--- src/rtl/fritz_bist_pkg.sv ---
// Shared types and constants for the fritz_bist_array self-testing logic array:
// FSM states, LFSR/MISR polynomial and the default LFSR seed.
package fritz_bist_pkg;

  typedef enum logic [1:0] {
    ST_IDLE,
    ST_RUN,
    ST_DRAIN,
    ST_CHECK
  } state_e;

  localparam int MISR_W = 16;
  localparam logic [MISR_W-1:0] DEFAULT_SEED = 16'hACE1;

  // x^16+x^14+x^13+x^11+1 as a tap mask over q[15], q[13], q[12], q[10].
  localparam logic [MISR_W-1:0] LFSR_TAPS = 16'hB400;

  function automatic logic lfsr_fb(input logic [MISR_W-1:0] q);
    return ^(q & LFSR_TAPS);
  endfunction

  function automatic logic [MISR_W-1:0] lfsr_step(input logic [MISR_W-1:0] q);
    return {q[MISR_W-2:0], lfsr_fb(q)};
  endfunction

endpackage

--- src/rtl/fritz_lane.sv ---
// One 4-in/3-out combinational logic lane: g = {G4,G3,G2,G1}, y = {G7,G6,G5}.
module fritz_lane (
  input  logic [3:0] g,
  output logic [2:0] y
);

  logic w1, w2, w3, w4, w5;

  assign w1 = ~(g[0] & g[1]);
  assign w2 = ~(g[1] | g[2]);
  assign w3 = g[2] & g[3];
  assign w4 = w1 & w2;
  assign w5 = w2 | w3;

  assign y[0] = g[0] | w4;
  assign y[1] = w4 & w5;
  assign y[2] = ~(w5 | g[3]);

endmodule

--- src/rtl/fritz_bist_array.sv ---
// LANES-wide two-stage logic pipeline with a built-in self-test: an LFSR
// replaces the functional input while a MISR compacts the lane results.
module fritz_bist_array
  import fritz_bist_pkg::*;
#(
  parameter int unsigned       LANES    = 8,
  parameter int unsigned       BIST_LEN = 255,
  parameter logic [MISR_W-1:0] SEED     = DEFAULT_SEED
) (
  input  logic                 clk,
  input  logic                 rst_n,
  input  logic                 in_valid,
  input  logic [4*LANES-1:0]   in_data,
  output logic                 out_valid,
  output logic [3*LANES-1:0]   out_data,
  input  logic                 bist_start,
  input  logic [MISR_W-1:0]    golden_sig,
  output logic                 busy,
  output logic                 bist_done,
  output logic                 bist_pass
);

  localparam logic [15:0] LAST_PAT = 16'(BIST_LEN - 1);

  state_e              state_q, state_d;
  logic [MISR_W-1:0]   lfsr_q, misr_q;
  logic [15:0]         cnt_q;
  logic                drain_q;

  logic                mux_valid, mux_bist;
  logic [4*LANES-1:0]  mux_data, bist_pattern;

  logic                s1_valid_q, s1_bist_q;
  logic [4*LANES-1:0]  s1_data_q;
  logic [3*LANES-1:0]  lane_res;

  logic                bres_valid_q;
  logic [3*LANES-1:0]  bres_q;
  logic [MISR_W-1:0]   fold;

  for (genvar i = 0; i < LANES; i++) begin : g_lane
    assign bist_pattern[4*i +: 4] = lfsr_q[4*(i%4) +: 4];

    fritz_lane u_lane (
      .g (s1_data_q[4*i +: 4]),
      .y (lane_res[3*i +: 3])
    );
  end

  assign busy = (state_q != ST_IDLE);

  // NOTE: every variable gets a default before the case so no path can leave
  // it unassigned and infer a latch.
  always_comb begin
    state_d   = state_q;
    mux_data  = in_data;
    mux_valid = in_valid & (state_q == ST_IDLE);
    mux_bist  = 1'b0;
    unique case (state_q)
      ST_IDLE:  if (bist_start) state_d = ST_RUN;
      ST_RUN: begin
        mux_data  = bist_pattern;
        mux_valid = 1'b1;
        mux_bist  = 1'b1;
        if (cnt_q == LAST_PAT) state_d = ST_DRAIN;
      end
      ST_DRAIN: if (drain_q) state_d = ST_CHECK;
      ST_CHECK: state_d = ST_IDLE;
      default:  state_d = ST_IDLE;
    endcase
  end

  // Output bit j lands on signature bit j mod 16.
  always_comb begin
    fold = '0;
    for (int j = 0; j < 3*LANES; j++) begin
      fold[4'(j % MISR_W)] = fold[4'(j % MISR_W)] ^ bres_q[j];
    end
  end

  // NOTE: sequential state uses non-blocking assignments so every register
  // samples the pre-edge value of every other register.
  always_ff @(posedge clk or negedge rst_n) begin
    if (!rst_n) begin
      state_q <= ST_IDLE;
      lfsr_q  <= SEED;
      misr_q  <= '0;
      cnt_q   <= '0;
      drain_q <= 1'b0;
    end else begin
      state_q <= state_d;
      drain_q <= (state_q == ST_DRAIN) ? ~drain_q : 1'b0;
      if (state_q == ST_IDLE && bist_start) begin
        lfsr_q <= SEED;
        misr_q <= '0;
        cnt_q  <= '0;
      end else begin
        if (state_q == ST_RUN) begin
          lfsr_q <= lfsr_step(lfsr_q);
          cnt_q  <= (cnt_q == LAST_PAT) ? 16'd0 : cnt_q + 16'd1;
        end
        if (bres_valid_q && (state_q == ST_RUN || state_q == ST_DRAIN)) begin
          misr_q <= lfsr_step(misr_q) ^ fold;
        end
      end
    end
  end

  // Functional and self-test results share the lane logic but land in
  // separate output registers so out_data only changes on out_valid.
  always_ff @(posedge clk or negedge rst_n) begin
    if (!rst_n) begin
      s1_valid_q   <= 1'b0;
      s1_bist_q    <= 1'b0;
      s1_data_q    <= '0;
      out_valid    <= 1'b0;
      out_data     <= '0;
      bres_valid_q <= 1'b0;
      bres_q       <= '0;
    end else begin
      s1_valid_q   <= mux_valid;
      s1_bist_q    <= mux_bist;
      if (mux_valid) s1_data_q <= mux_data;
      out_valid    <= s1_valid_q & ~s1_bist_q;
      bres_valid_q <= s1_valid_q & s1_bist_q;
      if (s1_valid_q && !s1_bist_q) out_data <= lane_res;
      if (s1_valid_q && s1_bist_q)  bres_q   <= lane_res;
    end
  end

  always_ff @(posedge clk or negedge rst_n) begin
    if (!rst_n) begin
      bist_done <= 1'b0;
      bist_pass <= 1'b0;
    end else begin
      bist_done <= (state_q == ST_CHECK);
      if (state_q == ST_CHECK) bist_pass <= (misr_q == golden_sig);
    end
  end

endmodule

--- config.mk ---
export PLATFORM = sky130hd
export DESIGN_NAME = fritz_bist_array
export DESIGN_NICKNAME = d
export VERILOG_FILES = /design/src/rtl/fritz_bist_pkg.sv /design/src/rtl/fritz_lane.sv /design/src/rtl/fritz_bist_array.sv
export SDC_FILE = /design/constraint.sdc
export NUM_CORES = 1
export LEC_CHECK = 0
export CORE_AREA = 5 5 109 111
export CTS_CLUSTER_SIZE = 30
export DETAILED_ROUTE_END_ITERATION = 8
export DIE_AREA = 0 0 114 116
export DONT_BUFFER_PORTS = 1
export PLACE_DENSITY_LB_ADDON = 0.08
export RECOVER_POWER = 25
export SETUP_SLACK_MARGIN = 0.4
export SLEW_MARGIN = 15
export SYNTH_ARGS = -nofsm -noshare
export SYNTH_HDL_FRONTEND = slang
export SYNTH_SLANG_ARGS = --single-unit
--- constraint.sdc ---
create_clock -name clk -period 2.1 [get_ports clk]
set_clock_uncertainty 0.05 [all_clocks]
set_input_delay 0.42 -clock clk [delete_from_list [all_inputs] [get_ports clk]]
set_output_delay 0.42 -clock clk [all_outputs]
set_load 0.02 [all_outputs]
### After elaboration in Yosys (flattened, before gate mapping)

Index checks and enable logic that the tools add are counted.

* logic and storage cells: 153
* bits of input ports: 52
* output and inout port bits: 28
* flip-flop bits (word level): 137

* bitwise operators: 102
* reductions and logical operators: 13
* muxes and demuxes: 15
* add/subtract/negate cells: 1
* equality and inequality tests: 8

Operator list (number)
* two-way mux 16 bit: 7
* bitwise AND 1 bit: 35
* two-way mux 32 bit: 1
* bitwise OR 1 bit: 32
* XOR reduction 16 bit: 2
* NOT 1 bit: 26
* adder 16 x 1 -> 16 bit (second input constant): 1
* equality test 16 bit: 1
* equality test 16 x 8 -> 1 bit (second input constant): 1
* bitwise XOR 16 x 8 -> 16 bit: 1
* case mux 2 bit (4 select lines): 1
* bitwise XOR 1 bit: 8
* two-way mux 2 bit: 3
* nonzero test 2 bit: 3
* equality test 2 bit (second input constant): 2
* logical AND 1 bit: 4
* != test 2 bit (second input constant): 2
* two-way mux 1 bit: 3
* AND reduction 3 bit: 1
* equality test 2 x 1 -> 1 bit (second input constant): 1
* zero test 2 bit: 1
* != test 2 x 1 -> 1 bit (second input constant): 1
* zero test 1 bit: 1
* logical OR 1 bit: 1

### Longest topological paths before layout

Gate-level depths: netlist of run 1.

* depth after elaboration: 5
* mapped depth: 7
* gate-level depth less buffers: 6

### By module

A second synthesis of run 1 with hierarchy kept.

* cell total of the unflattened synthesis: 510
* area total of the unflattened synthesis: 5954.5 um2

Modules (own cells, without submodules)
* fritz_bist_array: cells an instance 486, times used 1, sequential area each 3238.1 um2, area each 5784.3 um2
* fritz_lane: cells an instance 3, times used 8, sequential area each 0.0 um2, area each 21.3 um2

### Worst setup path before layout of run 1

Ideal clock, no wire load.

* path kind: register to register
* start point: register cnt_q[0]
* end point: register state_q[1]
* setup time: 0.125 ns
* data arrival time: 1.985 ns
* setup slack: -0.060 ns
* clock period less this slack: 2.160 ns
* cell stages (with the launch flop): 7
* buffers on the path: 0
* data required time: 1.925 ns
* cells stage by stage: dfrtp_1 -> inv_1 -> ha_1 -> or4b_4 -> o41ai_4 -> nand2_4 -> mux2_4

* word-level cells in the longest chain between the ends: 3

Ends and longest elaborated chain
* start, declared: RTL line fritz_bist_array.sv:27 `logic [15:0] cnt_q;`
* start signal, assigned: RTL line fritz_bist_array.sv:100 `cnt_q <= (cnt_q == LAST_PAT) ? 16'd0 : cnt_q + 16'd1;`
* equality test 16 x 8 -> 1 bit: RTL line fritz_bist_array.sv:65 `if (cnt_q == LAST_PAT) state_d = ST_DRAIN;`
* != test 2 x 1 -> 1 bit (no source line)
* AND reduction 3 bit (no source line)
* end signal, assigned: RTL line fritz_bist_array.sv:91 `state_q <= state_d;`
* end, declared: RTL line fritz_bist_array.sv:25 `state_e state_q, state_d;`

No other way between the ends.
A chain may end at the register's enable or synchronous reset.

### Worst setup path after layout of run 1

* start point: register cnt_q[12]
* end point: register state_q[1]

Same word-level chain as after synthesis.

==> results by group, run 1 <==
Run status
  – Run status: complete, but fails checks
  – Failing checks: hold timing

Clock network
  – Clock slew at the register clock pins of the worst setup and hold paths: 0.06 ns
  – Count of clock tree sinks: 129
  – CTS tree: yes
  – CTS Root Buffer Type: sky130_fd_sc_hd__clkbuf_8
  – Maximum level of the CTS H-tree: 4
  – CTS buffer count: 17
  – Maximum buffer depth of the clock tree: 2
  – Clock latency reported for the late side of the worst-skew pair: 0.52 ns

Power
  – Maximum VDD drop: 0.000515 V
  – Sequential share of power: 46.2%
  – Internal power of the cells: 4.34 mW
  – Combinational share of power: 0.3%
  – Switching Power: 1.04 mW
  – Pleak: 3.28 nW
  – Power per cell area: 736 mW/mm²
  – Switching share of power: 19.3%
  – Clock share of power: 53.4%

Detailed routing
  – Antenna violation net count after detailed routing: 0
  – DRC violations left: 0
  – TritonRoute pass-1 iters: 5
  – Via/cell ratio: 5.87
  – Average wire length per cell after detail routing: 19.9 µm
  – Final WL: 15200 µm
  – DR iter-0 viols: 383
  – Total via count in the routed design: 4486

Die
  – Site row count: 38
  – Initial core utilization: 55.5%
  – Overall die width: 114 µm
  – IO Pins: 80
  – Core region area: 0.0107 mm²
  – Floorplan die area: 0.0132 mm²
  – Die height: 116 µm

Setup path
  – Worst Reg2Reg Path Length in Cells: 5
  – Crit start category: flop
  – Data required time of the critical path: 2.45 ns
  – Critical path capture point type: flop
  – Arrival time of data at the critical path endpoint: 2.39 ns
  – Largest stage delay, worst path: 0.58 ns
  – Category of the most critical setup path: reg2reg
  – Cells along the critical path: or4_4, o41ai_4, buf_4, nand2_4, mux2_4
  – CP max FO: 5
  – Worst-path cell with the longest stage delay: sky130_fd_sc_hd__or4_4

STA
  – Slew Limit Headroom: 59.1%
  – Post-layout minimum cycle time: 2.04 ns
  – Count of final max-slew check failures: 0
  – Post-route fraction of the period consumed by the critical path: 97.0%
  – Worst-case hold slack: -0.457 ns
  – Final hold violation count: 129
  – Setup repair after global routing missed its margin: true
  – Tightest Pin Transition: 0.612 ns
  – Number of failing setup endpoints in the final timing report: 0
  – Fmax achieved: 0.491 GHz
  – Accumulated negative setup slack: 0 ns

Hold path
  – Path category of the worst min-delay check: in2async

Placement
  – Instance count after placement with tap cells included: 709
  – Final Wtd Congestion: 0.825
  – HPWL reported at the end of detailed placement: 9510 µm
  – Port Buffer Count: 0

Cells and area
  – Fraction of layout instances using a drive strength above 1: 23.3%
  – Number of standard cells in the layout, taps in and fillers out: 764
  – FILL cells: 798
  – Area growth from synthesis to layout: 23.3%
  – Final net count: 669

Yosys
  – Netlist Area Pre-Place: 0.00593 mm²
  – Largest area contributor in the synthesized netlist: sky130_fd_sc_hd__dfrtp_1
  – Async set-reset flop share out of synthesis: 100%
  – Leading cell types by count after synthesis: 121 x sky130_fd_sc_hd__dfrtp_1, 66 x sky130_fd_sc_hd__nand2_1, 64 x sky130_fd_sc_hd__nor2_1, 40 x sky130_fd_sc_hd__o21ai_0
  – Library cell with the highest instance count after synthesis: sky130_fd_sc_hd__dfrtp_1
  – Synthesized netlist net count: 635
  – Register bit total from synthesis: 129
  – EDFF count, synth: 0
  – Most used flip-flop cell after synthesis: sky130_fd_sc_hd__dfrtp_1
  – Top-area cell type share of the netlist area: 51.0%
  – Top cells by area, synth: sky130_fd_sc_hd__dfrtp_1 51%, sky130_fd_sc_hd__xnor2_1 4.7%, sky130_fd_sc_hd__a211oi_1 4.2%
  – Number of distinct standard cells referenced by the synthesized netlist: 43
  – Post-Syn Instances: 576
  – Seq/Total Area, Yosys: 54.6%
  – Synth warnings: 0
  – Post-synthesis area per instance: 10.3 µm²

Global routing
  – Number of antenna violations at the first check in global routing: 1
  – Total track usage: 23.9%
  – Largest net degree at the start of global routing: 130
  – Via count of the first global-routing pass: 4655
  – Wire length of the first global-routing pass: 24200 µm
  – Total gr overflow: 0

Job
  – Max-cap viol count: 0
[placed cells by master, fill, tap and decap left out, types with 14 or more instances in the layout]
cell                          n
sky130_fd_sc_hd__nor2_1      64
sky130_fd_sc_hd__dfrtp_1    118
sky130_fd_sc_hd__clkbuf_16   17
sky130_fd_sc_hd__xnor2_1     32
sky130_fd_sc_hd__buf_4       33
sky130_fd_sc_hd__a211oi_1    21
sky130_fd_sc_hd__nor2b_1     14
sky130_fd_sc_hd__o21ai_0     33
sky130_fd_sc_hd__and3_1      33
sky130_fd_sc_hd__nand2_1     64
[final cells by class]
cell class	instances	area, µm²	area share, %
Clock buffer	27	502	6.86
Timing Repair Buffer	46	468	6.40
Clock inverter	5	75.1	1.03
Multi-Input combinational cell	406	2810	38.5
Sequential cell	129	3240	44.3
Inverter	10	37.5	0.513
Tap cell	140	175	2.39
Antenna cell	1	2.50	0.0342
[logic make-up (layout without fill, tap and decap cells)]
| family | count (synthesis) | count (layout) | synth area share, % |
|---|---|---|---|
| compound gates | 116 | 116 | 13.5 |
| mux | 20 | 20 | 3.63 |
| simple gates | 222 | 222 | 18.2 |
| buf+inv | 41 | 88 | 2.59 |
| flops | 129 | 129 | 54.6 |
| fa+ha+maj | 7 | 7 | 1.48 |
| other cells | 0 | 1 | 0 |
| xor+xnor | 41 | 41 | 6.05 |
[routing by layer]
layer	global-route usage, %	wire, µm	up-vias
met5	0	0	-
met4	11.3	276	0
met3	5.43	874	23
met2	37.0	7320	138
met1	32.2	6760	2224
li1	-	-	2101
[power groups by stage]
stage          clock network [mW]  logic, mW  registers [mW]
6_report                     2.88     0.0170            2.49
5_1_grt                      3.05     0.0189            2.49
4_1_cts                      2.92     0.0173            2.49
3_5_place_dp                    0     0.0172            2.53
3_3_place_gp                    0     0.0168            2.53
2_1_floorplan                   0     0.0203            2.53
[flip-flops by register name, summed over array words and instances (netlist names)]
signal	count
cnt_q	16
lfsr_q	16
s1_bist_q	1
bres_valid_q	1
s1_valid_q	1
out_valid	1
bist_pass	1
out_data	24
bist_done	1
misr_q	16
bres_q	16
s1_data_q	32
state_q	2
drain_q	1
[worst max-delay path: cells and delay by family (launching register included)]
| kind | cells | cell delay (ns) |
|---|---|---|
| AOI/OAI and AO/OA | 1 | 0.36 |
| and+or+nand+nor | 2 | 0.64 |
| DFF | 1 | 0.38 |
| muxes | 1 | 0.30 |
| buffers and inverters | 1 | 0.20 |
[worst paths after layout]
check,startpoint,end,slack [ns]
hold / removal,rst_n,misr_q[14]$_DFFE_PN0P_,-0.46
hold reg to reg,drain_q$_DFF_PN0_,drain_q$_DFF_PN0_,0.39
setup / recovery,cnt_q[12]$_DFFE_PN0P_,state_q[1]$_DFFE_PN0P_,0.06
min in group clk,in_data[6],s1_data_q[6]$_DFFE_PN0P_,0.13
setup reg to reg,cnt_q[12]$_DFFE_PN0P_,state_q[1]$_DFFE_PN0P_,0.06
max in group asynchronous,rst_n,lfsr_q[6]$_DFFE_PN1P_,2.20
[per-stage QoR]
| stage | power, mW | area, µm² | util [%] | worst slack [ns] |
|---|---|---|---|---|
| detailed placement | 2.55 | 6210 | 58.1 | -0.0183 |
| floorplan | 2.55 | 5960 | - | 0.0440 |
| global placement | 2.55 | 6210 | 58.1 | 0.0474 |
| global route | 5.55 | 7320 | 68.4 | 0.0195 |
| finish | 5.38 | 7320 | 68.4 | 0.0630 |
| CTS | 5.42 | 7150 | 66.8 | 0.0754 |
[what timing repair did]
item | 4_1_cts | 5_1_grt
endpoints found under the hold margin | 129 | 129
cloned | 2 | 1
gates resized for setup | 43 | 20
setup endpoints to repair | 75 | 64
buffers inserted | 14 | 5
pin swaps | 9 | 4
Power figures use the tool's default switching activity.
==> run 2, diff against run 1 <==
- CELL_PAD_IN_SITES_DETAIL_PLACEMENT: unset -> 1
- CELL_PAD_IN_SITES_GLOBAL_PLACEMENT: unset -> 2
- CORE_AREA: 5 5 109 111 -> 5 5 133 135
- DIE_AREA: 0 0 114 116 -> 0 0 138 140
==> run 2 against run 1 <==
Against the previous run: the run still ends with hold timing left; power fell by 0.11%; flip-flop and latch count did not move; critical path depth did not move; count of clock-buffer cells in the layout fell by 9; final cell count rose by 12%; clock power barely moved; sequential share of layout area fell by 2.1 points.
==> results by group, run 2 (synthesis results as in run 1) <==
Power
  – Sequential share of power: 46.3% (about the same)
  – Clock share of power: 53.4% (about the same)
  – Maximum VDD drop: 0.000523 V (+1.7%)
  – Switching Power: 1.13 mW (+9.3%)
  – Combinational share of power: 0.3% (about the same)
  – Pleak: 3.38 nW (+2.9%)
  – Power per cell area: 701 mW/mm² (-4.8%)
  – Internal power of the cells: 4.24 mW (-2.4%)
  – Post-route total power: 5.38 mW (-0.11%)
  – Switching share of power: 21.1% (+1.8 points)

Global routing
  – Total track usage: 17.9% (-6.1 points)
  – Total gr overflow: 0 (unchanged)
  – Via count of the first global-routing pass: 4773 (+2.5%)
  – Wire length of the first global-routing pass: 27200 µm (+12%)
  – Largest net degree at the start of global routing: 130 (unchanged)
  – Number of antenna violations at the first check in global routing: 1 (unchanged)

Placement
  – Final Wtd Congestion: 0.797 (-3.4%)
  – HPWL reported at the end of detailed placement: 11300 µm (+19%)
  – Port Buffer Count: 0 (unchanged)
  – Standard cell area after detailed placement: 0.00637 mm² (+2.5%)

Die
  – Overall die width: 138 µm (+21%)
  – Initial core utilization: 36.3% (-19 points)
  – Site row count: 47 (+24%)
  – Floorplan die area: 0.0193 mm² (+46%)
  – Die height: 140 µm (+21%)
  – Core region area: 0.0163 mm² (+53%)
  – IO Pins: 80 (unchanged)

Setup path
  – Data required time of the critical path: 2.35 ns (-0.10 ns)
  – Destination of the worst register-to-register timing path: state_q[1]$_DFFE_PN0P_
  – Reg2reg start: cnt_q[12]$_DFFE_PN0P_
  – Arrival time of data at the critical path endpoint: 2.30 ns (-0.09 ns)
  – Critical path capture point type: flop
  – CP max FO: 5 (unchanged)
  – Crit start category: flop
  – Category of the most critical setup path: reg2reg
  – Register-to-register setup slack: 0.06 ns (about the same)
  – Worst Reg2Reg Path Length in Cells: 5 (unchanged)

STA
  – Post-layout minimum cycle time: 2.04 ns (+0.00734 ns)
  – Fmax achieved: 0.489 GHz (-0.36%)
  – Tightest Pin Transition: 0.608 ns (-0.00374 ns)
  – Setup repair after global routing missed its margin: true
  – Worst-case hold slack: -0.357 ns (+0.101 ns)
  – Number of failing setup endpoints in the final timing report: 0 (unchanged)
  – Count of final max-slew check failures: 0 (unchanged)
  – Post-route fraction of the period consumed by the critical path: 97.3% (+0.35 points)
  – Slew Limit Headroom: 59.3% (+0.25 points)
  – Final hold violation count: 129 (unchanged)

Cells and area
  – Final cell area excluding filler cells: 0.00767 mm² (+4.9%)
  – Highest-count cells in the layout ignoring fill and taps: 121 x sky130_fd_sc_hd__dfrtp_1, 64 x sky130_fd_sc_hd__nor2_1, 63 x sky130_fd_sc_hd__nand2_1, 37 x sky130_fd_sc_hd__buf_4
  – Final net count: 678 (+1.3%)
  – Most flop-heavy register: s1_data_q
  – Area growth from synthesis to layout: 29.3%
  – Flip-flop count of the largest register, all copies and words added: 32 (unchanged)
  – Largest registers: s1_data_q x32, out_data x24
  – Fraction of layout instances using a drive strength above 1: 28.0% (+4.7 points)
  – Most common cell after layout, fill and taps aside: sky130_fd_sc_hd__dfrtp_1
  – Antenna cell count: 0 (-1)

Clock network
  – Maximum buffer depth of the clock tree: 2 (unchanged)
  – Clock latency reported for the late side of the worst-skew pair: 0.42 ns (-0.10 ns)
  – CTS Root Buffer Type: sky130_fd_sc_hd__clkbuf_16
  – CTS buffer count: 17 (unchanged)
  – Clock slew at the register clock pins of the worst setup and hold paths: 0.06 ns (about the same)
  – CTS tree: yes
  – Maximum level of the CTS H-tree: 4 (unchanged)
  – Count of clock tree sinks: 129 (unchanged)

Detailed routing
  – Total via count in the routed design: 4497 (+0.25%)
  – DRC violations left: 0 (unchanged)
  – TritonRoute pass-1 iters: 4 (-1)
  – Average wire length per cell after detail routing: 20.6 µm (+3.3%)
  – DR iter-0 viols: 146 (-62%)
  – Final WL: 17500 µm (+15%)
  – Via/cell ratio: 5.28 (-10%)
  – Antenna violation net count after detailed routing: 0 (unchanged)

Hold path
  – Path category of the worst min-delay check: in2async

Run status
  – Run status: complete, but fails checks
  – Failing checks: hold timing

Job
  – Max-cap viol count: 0 (unchanged)
[run 2: metrics by stage]
stage	util, %	setup TNS, ns	setup slack (ns)	std cells
after floorplan	-	0	0.0440	576
after global placement	38.9	0	0.0129	796
after detailed placement	38.9	-0.0102	-0.0102	796
after CTS	43.8	0	0.0506	837
after global routing	46.9	-0.00419	-0.00419	852
final	46.9	0	0.0557	852
[run 2: timing repair]
item | CTS | global route
buffers inserted | 7 | 10
pin swaps | 6 | 43
gates resized for setup | 29 | 66
gates cloned | 2 | 5
setup endpoints to repair | 71 | 56
hold endpoints to repair | 129 | 129
[run 2: power by group through the flow]
stage	Clock (mW)	Combinational [mW]	Sequential, mW
3_3_place_gp	0	0.0175	2.53
3_5_place_dp	0	0.0175	2.53
4_1_cts	2.95	0.0177	2.49
5_1_grt	3.07	0.0190	2.49
6_report	2.87	0.0175	2.49
2_1_floorplan	0	0.0203	2.53
[run 2: final cells by class]
| type | count | area (µm²) |
|---|---|---|
| fill | 1784 | 8680 |
| sequential | 129 | 3240 |
| multi-input combinational | 406 | 2930 |
| timing repair buffer | 55 | 617 |
| clock buffer | 18 | 429 |
| tap | 220 | 275 |
| clock inverter | 14 | 141 |
| inverter | 10 | 42.5 |
[run 2: worst max-delay path: stages, from the launching register on]
cell and delay [ns]:
sky130_fd_sc_hd__dfrtp_1 0.39, sky130_fd_sc_hd__or4_4 0.58, sky130_fd_sc_hd__o41ai_4 0.38, sky130_fd_sc_hd__buf_6 0.18
sky130_fd_sc_hd__nand2_4 0.06, sky130_fd_sc_hd__mux2_4 0.30
[run 2: how the worst max path moves through the flow]
| stage | from | to | slack [ns] |
|---|---|---|---|
| 2_1_floorplan | cnt_q[12]$_DFFE_PN0P_ | state_q[1]$_DFFE_PN0P_ | 0.04 |
| 3_3_place_gp | cnt_q[0]$_DFFE_PN0P_ | cnt_q[8]$_DFFE_PN0P_ | 0.01 |
| 3_5_place_dp | cnt_q[0]$_DFFE_PN0P_ | cnt_q[8]$_DFFE_PN0P_ | -0.01 |
| 4_1_cts | cnt_q[0]$_DFFE_PN0P_ | state_q[1]$_DFFE_PN0P_ | 0.05 |
| 5_1_grt | cnt_q[0]$_DFFE_PN0P_ | state_q[1]$_DFFE_PN0P_ | -0.004 |
| 6_report | cnt_q[12]$_DFFE_PN0P_ | state_q[1]$_DFFE_PN0P_ | 0.06 |
[run 2: layer usage]
layer  vias to the layer above  GRT usage (%)  part of all wire [%]  wire length (µm)
met5                         -              0                 0.074                13
met4                         2           4.21                  0.89               156
met3                        13           5.08                   3.7               649
met2                        63           28.9                    49              8660
met1                      2306           24.0                    46              8060
li1                       2113              -                     -                 -
